File: config.mk
export PLATFORM = sky130hd
export DESIGN_NAME = serial_dac
export DESIGN_NICKNAME = d
export VERILOG_FILES = /design/src/rtl/audio_pkg.sv /design/src/rtl/audio_sync.sv /design/src/rtl/serial_dac.sv
export SDC_FILE = /design/constraint.sdc
export NUM_CORES = 1
export LEC_CHECK = 0
export ABC_AREA = 1
export CAP_MARGIN = 15
export CORE_MARGIN = 2
export CORE_UTILIZATION = 50
export CTS_CLUSTER_DIAMETER = 100
export DETAILED_ROUTE_END_ITERATION = 8
export PLACE_DENSITY = 0.74
export SYNTH_ARGS = -nofsm -noshare
export SYNTH_HDL_FRONTEND = slang
export SYNTH_SLANG_ARGS = --single-unit
export TNS_END_PERCENT = 30
File: constraint.sdc
create_clock -name clk -period 5.5 [get_ports clk]
set_input_delay 0.55 -clock clk [delete_from_list [all_inputs] [get_ports clk]]
set_output_delay 0.55 -clock clk [all_outputs]
set_load 0.01 [all_outputs]
File: src/rtl/audio_pkg.sv
// Shared constants for the codec audio serial paths (DAC transmit and ADC capture).
`timescale 1ns/1ps
package audio_pkg;
  localparam int unsigned DATA_W_DEFAULT = 32;
  localparam logic        LRC_LEFT       = 1'b0;
  localparam int unsigned IDX_W          = 6;
  localparam logic [IDX_W-1:0] IDX_SAT   = 6'd63;
endpackage

File: src/rtl/audio_sync.sv
// Synchronizes an asynchronous codec clock into clk and flags its edges.
`timescale 1ns/1ps
module audio_sync #(
  parameter int unsigned SYNC_STAGES = 2
) (
  input  logic clk,
  input  logic reset,
  input  logic din,
  output logic level,
  output logic rise,
  output logic fall
);
  logic [SYNC_STAGES-1:0] sync_q;
  logic                   hist_q;

  always_ff @(posedge clk or posedge reset) begin
    if (reset) begin
      sync_q <= '0;
      hist_q <= 1'b0;
    end else begin
      sync_q <= {sync_q[SYNC_STAGES-2:0], din};
      hist_q <= sync_q[SYNC_STAGES-1];
    end
  end

  assign level = sync_q[SYNC_STAGES-1];
  assign rise  = level & ~hist_q;
  assign fall  = ~level & hist_q;
endmodule

File: src/rtl/serial_dac.sv
// I2S transmitter: buffers one L/R pair and shifts it MSB-first onto dacdat
// on codec bclk falling edges, with a one-bit delay after each LR transition.
`timescale 1ns/1ps
module serial_dac
  import audio_pkg::*;
#(
  parameter int unsigned DATA_W      = DATA_W_DEFAULT,
  parameter int unsigned SYNC_STAGES = 2
) (
  input  logic              clk,
  input  logic              reset,
  input  logic              bclk,
  input  logic              daclrc,
  input  logic              in_valid,
  input  logic [DATA_W-1:0] in_left,
  input  logic [DATA_W-1:0] in_right,
  output logic              in_ready,
  output logic              dacdat,
  output logic              underrun,
  output logic [7:0]        underrun_cnt
);
  logic bclk_lvl, bclk_fall, bclk_rise_unused;
  logic lrc_lvl, lrc_rise_unused, lrc_fall_unused;
  logic lrc_prev;
  logic pend_full;
  logic [DATA_W-1:0] pend_l, pend_r, shift_l, shift_r;
  logic [DATA_W-1:0] word_sel, word_shifted;
  logic [IDX_W-1:0]  idx, idx_nxt;
  logic left_start, right_start, accept, bit_nxt;

  audio_sync #(.SYNC_STAGES(SYNC_STAGES)) u_bclk_sync (
    .clk(clk), .reset(reset), .din(bclk),
    .level(bclk_lvl), .rise(bclk_rise_unused), .fall(bclk_fall)
  );

  audio_sync #(.SYNC_STAGES(SYNC_STAGES)) u_lrc_sync (
    .clk(clk), .reset(reset), .din(daclrc),
    .level(lrc_lvl), .rise(lrc_rise_unused), .fall(lrc_fall_unused)
  );

  assign in_ready = ~pend_full;

  // Frame boundaries, bit index and next serial bit for this fall_evt.
  always_comb begin
    left_start  = bclk_fall && (lrc_prev != LRC_LEFT) && (lrc_lvl == LRC_LEFT);
    right_start = bclk_fall && (lrc_prev == LRC_LEFT) && (lrc_lvl != LRC_LEFT);
    accept      = in_valid && !pend_full;
    idx_nxt     = idx;
    if (left_start || right_start) begin
      idx_nxt = '0;
    end else if (idx != IDX_SAT) begin
      idx_nxt = idx + IDX_W'(1);
    end
    word_sel     = (lrc_lvl == LRC_LEFT) ? shift_l : shift_r;
    word_shifted = word_sel << (idx_nxt - IDX_W'(1));
    bit_nxt      = (idx_nxt != '0) && (idx_nxt <= IDX_W'(DATA_W)) &&
                   word_shifted[DATA_W-1];
  end

  always_ff @(posedge clk or posedge reset) begin
    if (reset) begin
      pend_full    <= 1'b0;
      pend_l       <= '0;
      pend_r       <= '0;
      shift_l      <= '0;
      shift_r      <= '0;
      lrc_prev     <= 1'b0;
      idx          <= IDX_SAT;
      dacdat       <= 1'b0;
      underrun     <= 1'b0;
      underrun_cnt <= '0;
    end else begin
      underrun <= 1'b0;
      if (left_start && pend_full) begin
        pend_full <= 1'b0;
      end else if (accept) begin
        pend_full <= 1'b1;
      end
      if (accept) begin
        pend_l <= in_left;
        pend_r <= in_right;
      end
      // Both words latch together at left start so a pair never splits across frames.
      if (left_start) begin
        shift_l <= pend_full ? pend_l : '0;
        shift_r <= pend_full ? pend_r : '0;
        if (!pend_full) begin
          underrun <= 1'b1;
          if (underrun_cnt != 8'hFF) begin
            underrun_cnt <= underrun_cnt + 8'd1;
          end
        end
      end
      if (bclk_fall) begin
        lrc_prev <= lrc_lvl;
        idx      <= idx_nxt;
        dacdat   <= bit_nxt;
      end
    end
  end
endmodule

==> flow_summary.json <==
{
  "preCtsSetupSlack_ps": 2080,
  "crit_arrival_ps": 3880,
  "syn_avg_cell_area_um2": 9.71,
  "gr-total-overflow": 0,
  "num_vias": 5037,
  "clk-insertion-delay-late_ps": 420,
  "outcome": "completed",
  "path_max_fanout": 67,
  "drt_iter0_markers": 460,
  "p_int_uw": 2940,
  "ir_worst_vdd_mv": 0.296,
  "clk_pin_slew_ps": 60,
  "dpl.hpwl_um": 9740,
  "drc": 0,
  "ys_ff_latch": 151,
  "swShare_pct": 31.7,
  "cts-htree-levels": 4,
  "setup_viol": 0,
  "worst_path_max_delay_cell": "dfrtp_2",
  "drt_first_pass_iters": 6,
  "port_buffers": 79,
  "cap_violations": 0,
  "cts_made_buffers": 17,
  "fin_tns_setup_ps": 0,
  "die_x_um": 120,
  "cp_common_cell": "nand2_1",
  "setup_ws_ps": 1930,
  "cts_resized": 0,
  "final_nets": 832,
  "clkPwrFrac_pct": 27.6,
  "synth_edf_count": 0,
  "crit_buf_inv": 1,
  "wl_um": 14500,
  "ys_async_sr_fraction_pct": 100,
  "die_h_um": 120,
  "ys_types": 35,
  "cp-start-kind": "flip-flop",
  "tightest_slew_ps": 979,
  "yosys_most_used_dff": "dfrtp_1",
  "period_needed_ps": 3570,
  "post_drt_wl_per_cell_um": 15.3,
  "grt_pass1_wl_um": 24300,
  "gp_congestion": 0.948,
  "crit_chain": "nand2_1 > nand2_2 > nand3_4 > ha_1 > inv_1 > a21oi_1 > o21ai_0 > nand2_1 > nand2_1 > nand3_1 > nand3_1 > nand2_1 > nand2_1 > nand3_1 > nand2_1",
  "clock_skew_ps": 6.73,
  "syn_to_final_growth_pct": 22.4,
  "grt_max_degree": 98,
  "seq_area_frac_synth_pct": 56.0,
  "coreArea_um2": 13200,
  "diodes": 0,
  "ys_warn_count": 0,
  "seqPwrFrac_pct": 44.4,
  "slew_headroom_pct": 34.7,
  "dieArea_um2": 14500,
  "syn_nets": 769,
  "num_rows": 42,
  "detail-route-antenna-nets": 0,
  "max_freq_mhz": 280,
  "antenna_found_initial": 0,
  "cellLeakagePower_uw": 0.00370,
  "finalHoldViolations": 0,
  "synth_cells": 697,
  "drv_slew": 0,
  "initial_core_util_pct": 51.1,
  "rsz0062_at_grt": "no",
  "end_kind": "flip-flop",
  "clock-sinks": 151,
  "root_buffer": "clkbuf_16",
  "finish.utilization_pct": 62.6,
  "clock_path_buffers": 2,
  "power.density_nw_per_um2": 519,
  "crit_type": "reg -> reg",
  "cts_hold_buf": 0,
  "grt_pass1_vias": 5101,
  "path_delay_family": "simple AND/OR/NAND/NOR gates",
  "pwr-share-comb_pct": 28.0,
  "grtUsageTotal_pct": 21.4,
  "tritoncts": "built",
  "hold_path.class": "reg -> reg",
  "syn_area_um2": 6770,
  "slowest_delay_ps": 1010,
  "cp.required_ps": 5810,
  "post-route-period-util_pct": 64.8,
  "pin_count": 80,
  "cts_setup_buffers": 0,
  "p_switching_uw": 1370,
  "layout-drive-gt1-share_pct": 16.8,
  "via_per_inst": 5.31
}
per-stage QoR:
step	hold WS (ps)	instance area [um2]	cells	total power, uW
after detailed placement	337	7640	915	3100
after floorplan	331	6770	697	2730
after CTS	365	8240	947	4300
after global routing	371	8280	949	4580
final	363	8280	949	4300
after global placement	345	7640	915	3020
registers in the layout, summed over array words and instances, names as in the netlist:
name                cells
u_lrc_sync.sync_q       2
shift_r                32
idx                     6
underrun                1
pend_r                 32
pend_l                 32
shift_l                32
pend_full               1
dacdat                  1
lrc_prev                1
underrun_cnt            8
u_bclk_sync.hist_q      1
u_bclk_sync.sync_q      2
metal layers:
layer | GRT usage (%) | up-vias | share of wire (%)
met2 | 34.1 | 152 | 48
met3 | 4.91 | 39 | 4.8
met5 | 0 | - | 0
li1 | - | 2432 | -
met1 | 28.4 | 2414 | 45
met4 | 8.94 | 0 | 2.6
path summary, 6_finish.rpt:
| path | from | endpoint | slack (ps) | cells after the start |
|---|---|---|---|---|
| setup / recovery | u_lrc_sync.sync_q[1] | dacdat | 1930 | 15 |
| hold / removal | u_bclk_sync.sync_q[0] | u_bclk_sync.sync_q[1] | 360 | 0 |
| setup reg to reg | u_lrc_sync.sync_q[1] | dacdat | 1930 | 15 |
| hold reg to reg | u_bclk_sync.sync_q[0] | u_bclk_sync.sync_q[1] | 360 | 0 |
| max in group asynchronous | reset | shift_l[22] | 3620 | 3 |
| min in group asynchronous | reset | pend_l[9] | 690 | 2 |
cell usage after synthesis, types with 2 or more instances:
cell      count  area share, %
buf_2        13           0.96
nand4_1       2           0.18
dfrtp_1     145             54
xor2_1        4           0.52
ha_1          3           0.55
nand3_2       2           0.30
a21oi_1      27            2.0
buf_1         6           0.33
xnor2_1       4           0.52
nand2_1     128            7.1
nor3_1        2           0.15
mux2_2       65             11
nand3_1      78            5.8
nor2_2        4           0.37
o21ai_0      87            6.4
inv_1        51            2.8
nor2_1       28            1.6
clkbuf_1     20            1.1
nand2_2       5           0.46
dfstp_2       6            2.3
inv_2         3           0.17
power groups by stage:
stage / clock network [uW] / registers [uW] / logic [uW]
final: 1190 / 1910 / 1210
after global placement: 0 / 1940 / 1080
after detailed placement: 0 / 1970 / 1130
after global routing: 1250 / 1970 / 1370
after CTS: 1200 / 1960 / 1150
after floorplan: 0 / 1810 / 925
cell usage in the layout (no fill, tap or decap), drive strengths merged, types with 4 or more instances in the layout:
master,synthesis,final
dfrtp,145,145
nand2,134,134
o21ai,89,89
nand3,81,81
clkdlybuf4s50,0,79
mux2,65,65
inv,54,55
nor2,33,33
a21oi,27,27
clkbuf,20,24
dfstp,6,6
buf,21,6
xnor2,4,4
xor2,4,4
cell families (layout without fill, tap and decap cells):
family / count (synthesis) / in the layout / share of synthesized area (%)
adders and majority gates: 3 / 3 / 0.555
DFF: 151 / 151 / 56.0
muxes: 65 / 65 / 10.8
xor gates and xnor gates: 8 / 8 / 1.04
and+or+nand+nor: 254 / 254 / 16.7
buffers and inverters: 95 / 171 / 5.68
AOI/OAI and AO/OA: 121 / 121 / 9.25
area by class of cell:
class | count | area (um2)
clock buffers | 24 | 482
clock inverters | 8 | 121
fillers | 1095 | 4960
inverters | 54 | 208
multi-input cells | 451 | 2600
flip-flops and latches | 151 | 3790
well taps | 176 | 220
repair buffers | 85 | 861
Power figures use the tool's default switching activity.
